File: config.mk
export PLATFORM = sky130hd
export DESIGN_NAME = pipe_skid_reg_flat
export DESIGN_NICKNAME = d
export VERILOG_FILES = /design/src/rtl/pipe_skid_reg_if.sv /design/src/rtl/pipe_skid_reg.sv /design/src/flat_wrapper.sv
export SDC_FILE = /design/constraint.sdc
export NUM_CORES = 1
export LEC_CHECK = 0
export BUFFER_PORTS_ARGS = -buffer_cell sky130_fd_sc_hd__clkbuf_2
export CAP_MARGIN = 5
export CORE_ASPECT_RATIO = 0.8
export CORE_MARGIN = 2
export CORE_UTILIZATION = 45
export DETAILED_ROUTE_END_ITERATION = 7
export PLACE_DENSITY = 0.7
export RECOVER_POWER = 50
export REMOVE_ABC_BUFFERS = 1
export SYNTH_ARGS = -nofsm -noshare
export SYNTH_HDL_FRONTEND = slang
export SYNTH_SLANG_ARGS = --single-unit
File: constraint.sdc
create_clock -name clk -period 20.2 [get_ports clk]
set_clock_uncertainty 0.1 [all_clocks]
set_input_delay 1.01 -clock clk [delete_from_list [all_inputs] [get_ports clk]]
set_output_delay 1.01 -clock clk [all_outputs]
set_load 0.02 [all_outputs]
File: src/rtl/pipe_skid_reg_if.sv
// Handshake bundle for pipe_skid_reg: upstream valid/ready/data, downstream valid/ready/data
// and the occupancy count. The slave modport is the stage itself.
interface pipe_skid_reg_if #(
    parameter int WIDTH = 96
);
    logic             in_valid;
    logic             in_ready;
    logic [WIDTH-1:0] in_data;
    logic             out_valid;
    logic             out_ready;
    logic [WIDTH-1:0] out_data;
    logic [1:0]       occupancy;

    modport master (
        output in_valid, in_data, out_ready,
        input  in_ready, out_valid, out_data, occupancy
    );

    modport slave (
        input  in_valid, in_data, out_ready,
        output in_ready, out_valid, out_data, occupancy
    );
endinterface

File: src/rtl/pipe_skid_reg.sv
// Pipeline stage register with an optional skid entry so that in_ready can come from a flop
// (SKID=1), or a plain single-entry stage whose in_ready follows out_ready (SKID=0).
module pipe_skid_reg #(
    parameter int               WIDTH  = 96,
    parameter logic [WIDTH-1:0] BUBBLE = {WIDTH{1'b0}},
    parameter int               SKID   = 1
) (
    input logic            clk,
    input logic            rst,
    input logic            flush,
    pipe_skid_reg_if.slave bus
);
    // Encoding equals the number of held entries, so occupancy is the state itself.
    typedef enum logic [1:0] {
        EMPTY = 2'd0,
        ONE   = 2'd1,
        FULL  = 2'd2
    } state_e;

    state_e           state_q, state_d;
    logic [WIDTH-1:0] main_q, main_d;
    logic [WIDTH-1:0] skid_q, skid_d;
    logic             in_ready;
    logic             out_valid;
    logic             accept;
    logic             consume;

    assign out_valid = (state_q != EMPTY);
    assign accept    = bus.in_valid && in_ready;
    assign consume   = out_valid && bus.out_ready;

    generate
        if (SKID != 0) begin : g_skid
            logic in_ready_q, in_ready_d;

            assign in_ready_d = (state_d != FULL);

            always_ff @(posedge clk) begin
                if (rst) begin
                    in_ready_q <= 1'b1;
                end else begin
                    in_ready_q <= in_ready_d;
                end
            end

            assign in_ready = in_ready_q;
        end else begin : g_single
            assign in_ready = !out_valid || bus.out_ready;
        end
    endgenerate

    always_comb begin
        // NOTE: every signal gets a default first so no path through the case leaves it unassigned (no latch).
        state_d = state_q;
        main_d  = main_q;
        skid_d  = skid_q;

        case (state_q)
            EMPTY: begin
                if (accept) begin
                    state_d = ONE;
                    main_d  = bus.in_data;
                end
            end
            ONE: begin
                if (accept && consume) begin
                    main_d = bus.in_data;
                end else if (accept && (SKID != 0)) begin
                    state_d = FULL;
                    skid_d  = bus.in_data;
                end else if (consume) begin
                    state_d = EMPTY;
                end
            end
            FULL: begin
                if (consume) begin
                    state_d = ONE;
                    main_d  = skid_q;
                end
            end
            default: state_d = EMPTY;
        endcase

        // Flush overrides any same-cycle accept or consume.
        if (flush) begin
            state_d = EMPTY;
        end
    end

    // NOTE: state flops use non-blocking assignments so every flop samples pre-edge values.
    always_ff @(posedge clk) begin
        if (rst) begin
            state_q <= EMPTY;
        end else begin
            state_q <= state_d;
        end
    end

    // NOTE: payload registers carry no reset; validity lives in state_q and out_data is masked to BUBBLE.
    always_ff @(posedge clk) begin
        main_q <= main_d;
        skid_q <= skid_d;
    end

    assign bus.in_ready  = in_ready;
    assign bus.out_valid = out_valid;
    assign bus.out_data  = out_valid ? main_q : BUBBLE;
    assign bus.occupancy = state_q;
endmodule

File: src/flat_wrapper.sv
// flat-port wrapper written by rule: the top's interface ports become plain ports
module pipe_skid_reg_flat 
#(
    parameter int               WIDTH  = 96,
    parameter logic [WIDTH-1:0] BUBBLE = {WIDTH{1'b0}},
    parameter int               SKID   = 1
)
  (clk, rst, flush, bus_in_valid, bus_in_data, bus_out_ready, bus_in_ready, bus_out_valid, bus_out_data, bus_occupancy);
  pipe_skid_reg_if #(.WIDTH(WIDTH)) bus_i ();
  input logic clk;
  input logic rst;
  input logic flush;
  input wire logic [$bits(bus_i.in_valid)-1:0] bus_in_valid;
  input wire logic [$bits(bus_i.in_data)-1:0] bus_in_data;
  input wire logic [$bits(bus_i.out_ready)-1:0] bus_out_ready;
  output wire logic [$bits(bus_i.in_ready)-1:0] bus_in_ready;
  output wire logic [$bits(bus_i.out_valid)-1:0] bus_out_valid;
  output wire logic [$bits(bus_i.out_data)-1:0] bus_out_data;
  output wire logic [$bits(bus_i.occupancy)-1:0] bus_occupancy;
  assign bus_i.in_valid = bus_in_valid;
  assign bus_i.in_data = bus_in_data;
  assign bus_i.out_ready = bus_out_ready;
  assign bus_in_ready = bus_i.in_ready;
  assign bus_out_valid = bus_i.out_valid;
  assign bus_out_data = bus_i.out_data;
  assign bus_occupancy = bus_i.occupancy;
  pipe_skid_reg #(.WIDTH(WIDTH), .BUBBLE(BUBBLE), .SKID(SKID)) u_core (.clk(clk), .rst(rst), .flush(flush), .bus(bus_i));
endmodule
==> impl_metrics.py, run 1 <==
metrics = {
    "global_routing": {
        "grt_pass1_vias": 4415,
        "grt_max_degree": 100,
        "track_usage_pct": 16.48,
        "grt_antenna_before_repair": 0,
        "grt_pass1_wl_mm": 22.84,
        "grt.overflow.total": 0,
    },
    "final_layout": {
        "final_common_cell": "nand2_1",
        "area_delta_synth_final_pct": 20.31,
        "layout_common_cells": "nand2_1 (291), edfxtp_1 (192), clkbuf_2 (105), and2_1 (96), clkbuf_1 (95)",
        "drive_above_1_share_pct": 16.93,
        "fin_area_mm2": 0.009413,
        "antenna_cells": 0,
        "fillCellCount": 1497,
        "nets": 921,
    },
    "route": {
        "drc": 0,
        "dr.pass1.iters": 5,
        "vias_per_cell": 4.648,
        "wl_per_cell_um": 14.60,
        "finalWirelength_mm": 15.44,
        "ant_nets": 0,
        "dr_total_vias": 4918,
        "drtIter0Drc": 271,
    },
    "critical_path": {
        "critPathLaunchType": "input pin",
        "cp_cell_sequence": "clkbuf_1 -> nor2b_1 -> and2_0 -> buf_4",
        "critPathKind": "input pin to flop",
        "worstPathRequired_ps": 20150,
        "arrival_ps": 4430,
        "slowest_delay_ps": 2180,
        "end_kind": "flop",
        "worst_path_max_delay_cell": "and2_0",
        "cp_max_fo": 51,
    },
    "floorplanning": {
        "die_w_um": 151.4,
        "core-area_mm2": 0.01716,
        "io_pins": 201,
        "initial_core_util_pct": 45.59,
        "row_count": 43,
        "design.die.area_mm2": 0.01846,
        "die-height_um": 121.9,
    },
    "place": {
        "port_buffers": 200,
        "pre_cts_slack_ps": 16900,
        "place_area_mm2": 0.008966,
        "dp_hpwl_mm": 9.675,
        "place.gp.congestion": 0.7524,
    },
    "run_status": {
        "violations": "capacitance limit, slew limit",
        "status": "complete, but fails checks",
    },
    "clock_tree": {
        "htreeDepth": 4,
        "holdBufCountCts": 0,
        "cts.sinks": 195,
        "cts-buffers-inserted": 17,
        "root_buffer": "clkbuf_16",
        "post_cts.repair.setup_buffers": 0,
        "tritoncts": "yes",
        "insertion_delay_ps": 420,
        "path_clk_slew_ps": 70,
        "ctsLongestPathBuffers": 2,
        "cts_resized": 0,
    },
    "job": {
        "max-cap-violations": 3,
    },
    "logic_synthesis": {
        "ys_seq_elements": 195,
        "synth-warning-count": 0,
        "synthCells": 629,
        "yosysSeqAreaShare_pct": 74.46,
        "synth_area_mm2": 0.007824,
        "synthTopCellsByArea": "edfxtp_1 (74%), nand2_1 (14%), and2_1 (7.8%), buf_2 (0.96%), buf_6 (0.86%)",
        "yosysTopAreaCell": "edfxtp_1",
        "synth_top_area_share_pct": 73.69,
        "ys_types": 19,
        "syn_avg_cell_area_um2": 12.44,
    },
    "timing": {
        "hold_viol": 0,
        "maxSlewHeadroom_pct": -162.9,
        "drv_slew": 196,
        "fin_crit_ps": 4476,
        "worst_slack_ps": 15720,
        "finalCritPeriodShare_pct": 22.16,
        "hold_ws_ps": 406.5,
        "tns_ps": 0,
        "rsz0062_at_grt": "false",
        "worstMarginPinSlew_ps": 3943,
        "fmax_ghz": 0.2234,
        "finalSetupViolations": 0,
    },
    "pwr": {
        "vdd_drop_max_mv": 0.07568,
        "p_leak_nw": 3.846,
        "finalPower_w": 0.0008597,
        "p_per_area_mw_per_mm2": 91.34,
    },
    "worst_hold_path": {
        "hold_class": "flop to flop",
    },
}
==> cell type report <==
cell class                      count  area, um2  share of cell area (%)
Sequential cell                   195       5826                   61.89
Timing Repair Buffer              205      915.9                   9.730
Clock buffer                       18      429.2                   4.559
Clock inverter                     14      151.4                   1.608
Tap cell                          225      281.5                   2.991
Multi-Input combinational cell    401       1809                   19.22
==> critical path: cells and delay by family <==
kind	cells	cell delay (ps)
simple gates	2	2370
buf+inv	2	960
==> metrics by stage <==
stage               cells  util (%)
finish               1058     54.84
global route         1058     54.84
CTS                  1058     55.62
detailed placement   1026     52.24
global placement     1026     52.24
floorplan             596         -
==> metal layers <==
layer	part of all wire, %	GRT usage [%]
met2	44	24.69
met3	8.6	5.431
met4	0.87	4.556
met5	0	0
met1	46	23.23
==> state kept, by name (all words and copies together), names as in the netlist <==
signal	flops
u_core.bus.in_ready	1
u_core.bus.occupancy	2
u_core.main_q	96
u_core.skid_q	96
==> kinds of logic (layout without fill, tap and decap cells) <==
group	after synthesis	count (layout)	share of synthesized area, %
simple gates	395	395	22.28
flops	195	195	74.46
buf+inv	33	237	2.639
compound gates	5	5	0.5116
xor+xnor	1	1	0.1120
==> synth_stat cells <==
library cell / n
nand2_1: 291
edfxtp_1: 192
and2_1: 97
buf_2: 15
clkbuf_1: 7
buf_6: 6
buf_4: 5
dfxtp_1: 3
nor2b_1: 2
nor3_1: 2
a2111o_1: 1
a2111oi_1: 1
a21oi_1: 1
a22o_1: 1
and3b_1: 1
nand2b_1: 1
o21ai_0: 1
or2_1: 1
xnor2_1: 1
==> report_power, final <==
| part | leakage [nW] | switching, W | internal [W] | total, W |
|---|---|---|---|---|
| Combinational | 1.73 | 0.0000375 | 0.0000183 | 0.0000558 |
| Clock | 0.272 | 0.000148 | 0.000184 | 0.000332 |
| Sequential | 1.84 | 0.00000476 | 0.000467 | 0.000472 |
| Total | 3.85 | 0.000190 | 0.000670 | 0.000860 |
==> worst paths after layout <==
check	startpoint	end	slack (ps)	depth (start not counted)
setup / recovery	bus_out_ready	u_core.skid_q[64]	15720	4
hold / removal	u_core.skid_q[64]	u_core.main_q[64]	410	2
setup reg to reg	u_core.bus.occupancy[0]	u_core.bus.occupancy[1]	15870	2
hold reg to reg	u_core.skid_q[64]	u_core.main_q[64]	410	2
Note: power is estimated with default switching activity, not from simulation.
==> run 2, diff against run 1 <==
- PLACE_DENSITY: 0.7 -> 0.72
- clock period: 20.2 -> 3.64 ns (I/O delays scaled with it)
==> run 2 against run 1 <==
Net effect:
- clock power rose to 5.6 times the previous value
- the flow now finishes without violations
- non-clock buffer count up 102
- cell count is 9.6% higher
- via count rose by 8.2%
- setup slack lost 15000 ps
- core utilization rose by 6.2 points
- largest power group unchanged
- largest cell class unchanged
- first-iteration DRC count up 16%
- die area unchanged
- global-route usage is 1.9 points higher
- sequential share of layout area shrank 6.3 points
==> impl_metrics.py, run 2 (same netlist as run 1, synthesis figures left out) <==
metrics = {
    "timing": {
        "fin_crit_ps": 2595,
        "maxSlewHeadroom_pct": 12.06,
        "worstMarginPinSlew_ps": 1319,
        "fmax_ghz": 0.3854,
        "worst_slack_ps": 1045,
        "drv_slew": 0,
        "finalSetupViolations": 0,
        "hold_ws_ps": 97.10,
        "finalCritPeriodShare_pct": 71.29,
        "hold_viol": 0,
        "rsz0062_at_grt": "false",
    },
    "clock_tree": {
        "tritoncts": "yes",
        "root_buffer": "clkbuf_16",
        "path_clk_slew_ps": 70,
        "htreeDepth": 4,
        "cts-buffers-inserted": 17,
        "ctsLongestPathBuffers": 2,
        "insertion_delay_ps": 430,
        "cts.sinks": 195,
    },
    "floorplanning": {
        "die-height_um": 121.9,
        "initial_core_util_pct": 45.59,
        "design.die.area_mm2": 0.01846,
        "die_w_um": 151.4,
        "core-area_mm2": 0.01716,
        "io_pins": 201,
        "row_count": 43,
    },
    "global_routing": {
        "grt_antenna_before_repair": 0,
        "grt_max_degree": 100,
        "track_usage_pct": 18.42,
        "grt.overflow.total": 0,
        "grt_pass1_wl_mm": 25.70,
        "grt_pass1_vias": 5138,
    },
    "critical_path": {
        "arrival_ps": 2600,
        "cp_cell_sequence": "nor2b_1 -> and2_2 -> buf_12",
        "worstPathRequired_ps": 3650,
        "worstRegToRegCells": 3,
        "cpLargestDelayFamily": "simple AND/OR/NAND/NOR gates",
        "cp.depth": 3,
        "worst_path_max_delay_cell": "and2_2",
        "cp_max_fo": 49,
        "critPathLaunchType": "flop",
        "slowest_delay_ps": 950,
        "end_kind": "flop",
        "path_buf_inv": 1,
        "critPathKind": "flop to flop",
    },
    "route": {
        "finalWirelength_mm": 16.80,
        "dr.pass1.iters": 4,
        "vias_per_cell": 4.589,
        "ant_nets": 0,
        "drc": 0,
        "wl_per_cell_um": 14.48,
        "drtIter0Drc": 314,
        "dr_total_vias": 5323,
    },
    "worst_hold_path": {
        "hold_class": "input pin to flop",
        "hold_depth": 4,
    },
    "final_layout": {
        "utilization_pct": 61.01,
        "area_delta_synth_final_pct": 33.84,
        "layout_common_cells": "nand2_1 (291), edfxtp_1 (192), clkbuf_2 (114), dlygate4sd3_1 (101), and2_1 (96)",
        "final_common_cell": "nand2_1",
        "drive_above_1_share_pct": 16.15,
        "nets": 1023,
        "antenna_cells": 0,
    },
    "pwr": {
        "vdd_drop_max_mv": 0.4373,
        "p_leak_nw": 4.314,
        "p_per_area_mw_per_mm2": 467.6,
        "finalPower_w": 0.004896,
    },
    "job": {
        "max-cap-violations": 0,
    },
    "place": {
        "place.gp.congestion": 0.7376,
        "dp_hpwl_mm": 9.629,
        "pre_cts_slack_ps": 1375,
        "port_buffers": 200,
    },
    "run_status": {
        "status": "finished clean",
    },
}
run 2: cell types whose count changed in the layout (fill, tap and decap cells not counted), moves of 2 or more:
cell,change
dlygate4sd3_1,+101
clkinvlp_4,-2
inv_8,-2
clkinv_4,+2
clkbuf_1,-7
clkbuf_2,+9
run 2: layout make-up:
cell class	count	area, um2
Tap cell	225	281.5
Multi-Input combinational cell	401	1819
Timing Repair Buffer	307	1954
Clock buffer	18	429.2
Clock inverter	14	161.4
Fill cell	1384	6691
Sequential cell	195	5826
run 2: final timing paths:
check / from / end / slack, ps
hold reg to reg: u_core.skid_q[60] / u_core.main_q[60] / 410
setup reg to reg: u_core.bus.occupancy[0] / u_core.skid_q[86] / 1040
hold / removal: bus_in_valid / u_core.bus.occupancy[0] / 100
setup / recovery: u_core.bus.occupancy[0] / u_core.skid_q[86] / 1040
run 2: timing repair:
item,in CTS,in global routing
hold buffers,101,0
buffers inserted,0,0
gates resized for setup,0,0
hold endpoints to repair,195,0
run 2: tightest hold or removal path, delay by kind of cell:
kind                   cells  cell delay (ps)
AO/OA/AOI/OAI              1              120
XOR/XNOR                   1              110
buffers and inverters      1              100
AND/OR/NAND/NOR            1               80
run 2: per-stage QoR:
step                      cells  cell area, um2  setup TNS (ps)
after floorplan             596            7617         -485410
after global placement     1027            8986               0
after detailed placement   1027            8986               0
after CTS                  1160           10590               0
after global routing       1160           10470               0
final                      1160           10470               0
run 2: report_power, final:
| part | total [W] | leakage (nW) | internal [W] | switching, W |
|---|---|---|---|---|
| Combinational | 0.000401 | 2.19 | 0.000171 | 0.000230 |
| Clock | 0.00187 | 0.283 | 0.00108 | 0.000797 |
| Sequential | 0.00262 | 1.84 | 0.00259 | 0.0000273 |
| Total | 0.00490 | 4.31 | 0.00384 | 0.00105 |
run 2: metal layers:
metal	routed length, um	vias to the layer above	track usage [%]
met5	0	-	0
met2	7959	181	30.20
met1	7598	2456	24.08
met3	1028	17	5.019
li1	-	2669	-
met4	210	0	5.724
==> run 3, diff against run 2 <==
- ABC_AREA: unset -> 1
- PLACE_DENSITY: 0.72 -> 0.69
- clock period: 3.64 -> 2.4 ns (I/O delays scaled with it)
==> run 3 against run 2 <==
Net effect:
- setup slack got worse by 910 ps
- sequential share of layout area down 0.51 points
- total power grew 52%
- register-to-register slack got worse by 910 ps
- flip-flop and latch count did not move
- cell count down 7.7%
- clock-buffer cell count did not move
- critical path type unchanged
- highest routed layer unchanged
==> impl_metrics.py, run 3 <==
metrics = {
    "critical_path": {
        "arrival_ps": 2340,
        "critPathLaunchType": "flop",
        "cp-startpoint": "u_core.bus.occupancy[0]",
        "worstRegToRegCells": 4,
        "critPathKind": "flop to flop",
        "end_kind": "flop",
        "worstPathRequired_ps": 2470,
        "r2r_end": "u_core.main_q[49]",
        "rr_startpoint": "u_core.bus.occupancy[0]",
        "worst-r2r-setup-slack_ps": 140,
        "cp_max_fo": 72,
    },
    "pwr": {
        "p_clk_share_pct": 37.9,
        "swShare_pct": 22.51,
        "p_per_area_mw_per_mm2": 701.9,
        "p_switching_w": 0.001670,
        "power_frac_seq_pct": 53.2,
        "combPwrFrac_pct": 8.9,
        "p_leak_nw": 4.389,
        "vdd_drop_max_mv": 0.5865,
        "p_int_w": 0.005749,
    },
    "timing": {
        "worst_slack_ps": 137.7,
        "fin_crit_ps": 2262,
        "hold_viol": 0,
        "drv_slew": 0,
        "finalSetupViolations": 0,
        "fmax_ghz": 0.4420,
        "rsz0062_at_grt": "false",
        "maxSlewHeadroom_pct": 31.43,
        "finalCritPeriodShare_pct": 94.26,
        "worstMarginPinSlew_ps": 1029,
    },
    "route": {
        "dr_total_vias": 5021,
        "drtIter0Drc": 286,
        "wl_per_cell_um": 15.98,
        "drc": 0,
        "finalWirelength_mm": 17.12,
        "vias_per_cell": 4.688,
        "dr.pass1.iters": 4,
        "ant_nets": 0,
    },
    "logic_synthesis": {
        "ys.flop_type": "edfxtp_1",
        "ys_seq_elements": 195,
        "synthCells": 526,
        "synth-warning-count": 0,
        "yosysTopAreaCell": "edfxtp_1",
        "synth_top_area_share_pct": 72.38,
        "async_reset_ff_share_pct": 0,
        "synth_area_mm2": 0.007965,
        "yosysSeqAreaShare_pct": 73.14,
        "synthTopCellsByArea": "edfxtp_1 (72%), mux2_2 (9.5%), mux2_4 (5.5%), inv_1 (4.7%), nor2_1 (4.7%)",
        "ys_types": 14,
        "yosysMostFrequentCell": "edfxtp_1",
        "syn_avg_cell_area_um2": 15.14,
        "synth_edf_count": 192,
        "synth_common_cells": "edfxtp_1 (192), inv_1 (99), nor2_1 (99)",
    },
    "global_routing": {
        "track_usage_pct": 18.17,
        "grt_pass1_wl_mm": 26.61,
        "grt_antenna_before_repair": 0,
        "grt.overflow.total": 0,
        "grt_pass1_vias": 5324,
        "grt_max_degree": 73,
    },
    "floorplanning": {
        "die_w_um": 152.7,
        "row_count": 43,
        "die-height_um": 123.0,
        "design.die.area_mm2": 0.01879,
        "initial_core_util_pct": 45.98,
        "core-area_mm2": 0.01732,
        "io_pins": 201,
    },
    "final_layout": {
        "final_common_cell": "edfxtp_1",
        "layout_common_cells": "edfxtp_1 (192), clkbuf_2 (114), dlygate4sd3_1 (100), inv_1 (99), nor2_1 (99)",
        "drive_above_1_share_pct": 26.95,
        "utilization_pct": 61.02,
        "nets": 934,
        "antenna_cells": 0,
        "area_delta_synth_final_pct": 32.72,
        "fillCellCount": 1404,
    },
    "worst_hold_path": {
        "hold_depth": 2,
        "whs_endpoint": "u_core.skid_q[5]",
        "hold_class": "input pin to flop",
        "min_from": "bus_in_data[5]",
    },
    "clock_tree": {
        "insertion_delay_ps": 420,
        "cts-buffers-inserted": 17,
        "ctsLongestPathBuffers": 2,
        "htreeDepth": 4,
        "tritoncts": "yes",
        "root_buffer": "clkbuf_16",
        "path_clk_slew_ps": 70,
        "cts.sinks": 195,
    },
    "place": {
        "pre_cts_slack_ps": 435.5,
        "place.gp.congestion": 0.7907,
        "port_buffers": 200,
        "dp_hpwl_mm": 10.19,
    },
    "run_status": {
        "status": "finished clean",
    },
    "job": {
        "max-cap-violations": 0,
    },
}
## run 3: cell types whose count changed after synthesis, moves of 5 or more
cell / delta
buf_4: -5
mux2_2: +67
clkbuf_1: -7
mux2_4: +29
nor2_1: +99
nand2_1: -282
and2_1: -97
inv_1: +99
## run 3: how the worst max path moves through the flow
stage	to	slack (ps)
after detailed placement	u_core.main_q[11]	440
after floorplan	u_core.main_q[0]	-3820
after global routing	u_core.main_q[26]	20
after global placement	u_core.main_q[95]	540
final	u_core.main_q[49]	140
after CTS	bus_out_data[64]	100
## run 3: power by group through the flow
stage / Clock (W) / Sequential, W / Combinational, W
after floorplan: 0 / 0.00403 / 0.000325
after detailed placement: 0 / 0.00402 / 0.000577
after global routing: 0.00302 / 0.00396 / 0.000725
after CTS: 0.00289 / 0.00395 / 0.000709
after global placement: 0 / 0.00401 / 0.000559
final: 0.00281 / 0.00395 / 0.000662
## run 3: cell families after synthesis
family / share of synthesized area (%)
buffers and inverters: 6.409
AOI/OAI and AO/OA: 0.1257
DFF: 73.14
muxes: 14.94
and+or+nand+nor: 5.388
## run 3: layout make-up
type	instances	area (um2)	area share [%]
clock inverters	14	151.4	1.432
multi-input cells	210	1548	14.64
inverters	101	380.4	3.598
well taps	225	281.5	2.663
clock buffers	18	429.2	4.060
flip-flops and latches	195	5827	55.12
repair buffers	308	1954	18.49
## run 3: layer usage
layer	wire length, um	up-vias	track usage (%)
met2	8163	168	30.89
met4	113	0	4.340
met5	0	-	0
met1	7752	2448	23.14
li1	-	2394	-
met3	1088	11	5.643
## run 3: through the flow
stage | power, W | area, um2 | setup TNS [ps] | std cells | hold slack (ps)
6_report | 0.007420 | 10570 | 0 | 1071 | 327.5
3_3_place_gp | 0.004574 | 9251 | 0 | 939 | 210.2
3_5_place_dp | 0.004598 | 9251 | 0 | 939 | 214.6
5_1_grt | 0.007705 | 10570 | 0 | 1071 | 301.1
2_1_floorplan | 0.004358 | 7834 | -677020 | 506 | 91.52
4_1_cts | 0.007543 | 10830 | 0 | 1071 | 177.6
## run 3: timing repair
action,4_1_cts,5_1_grt
hold buffers,100,0
gates resized for setup,0,1
setup endpoints to repair,0,19
hold endpoints to repair,195,0
buffers inserted,0,0
## run 3: critical path: stages (launching register included)
cell	delay, ps
dfxtp_1	490
inv_2	70
nand2_1	100
buf_4	790
mux2_2	430
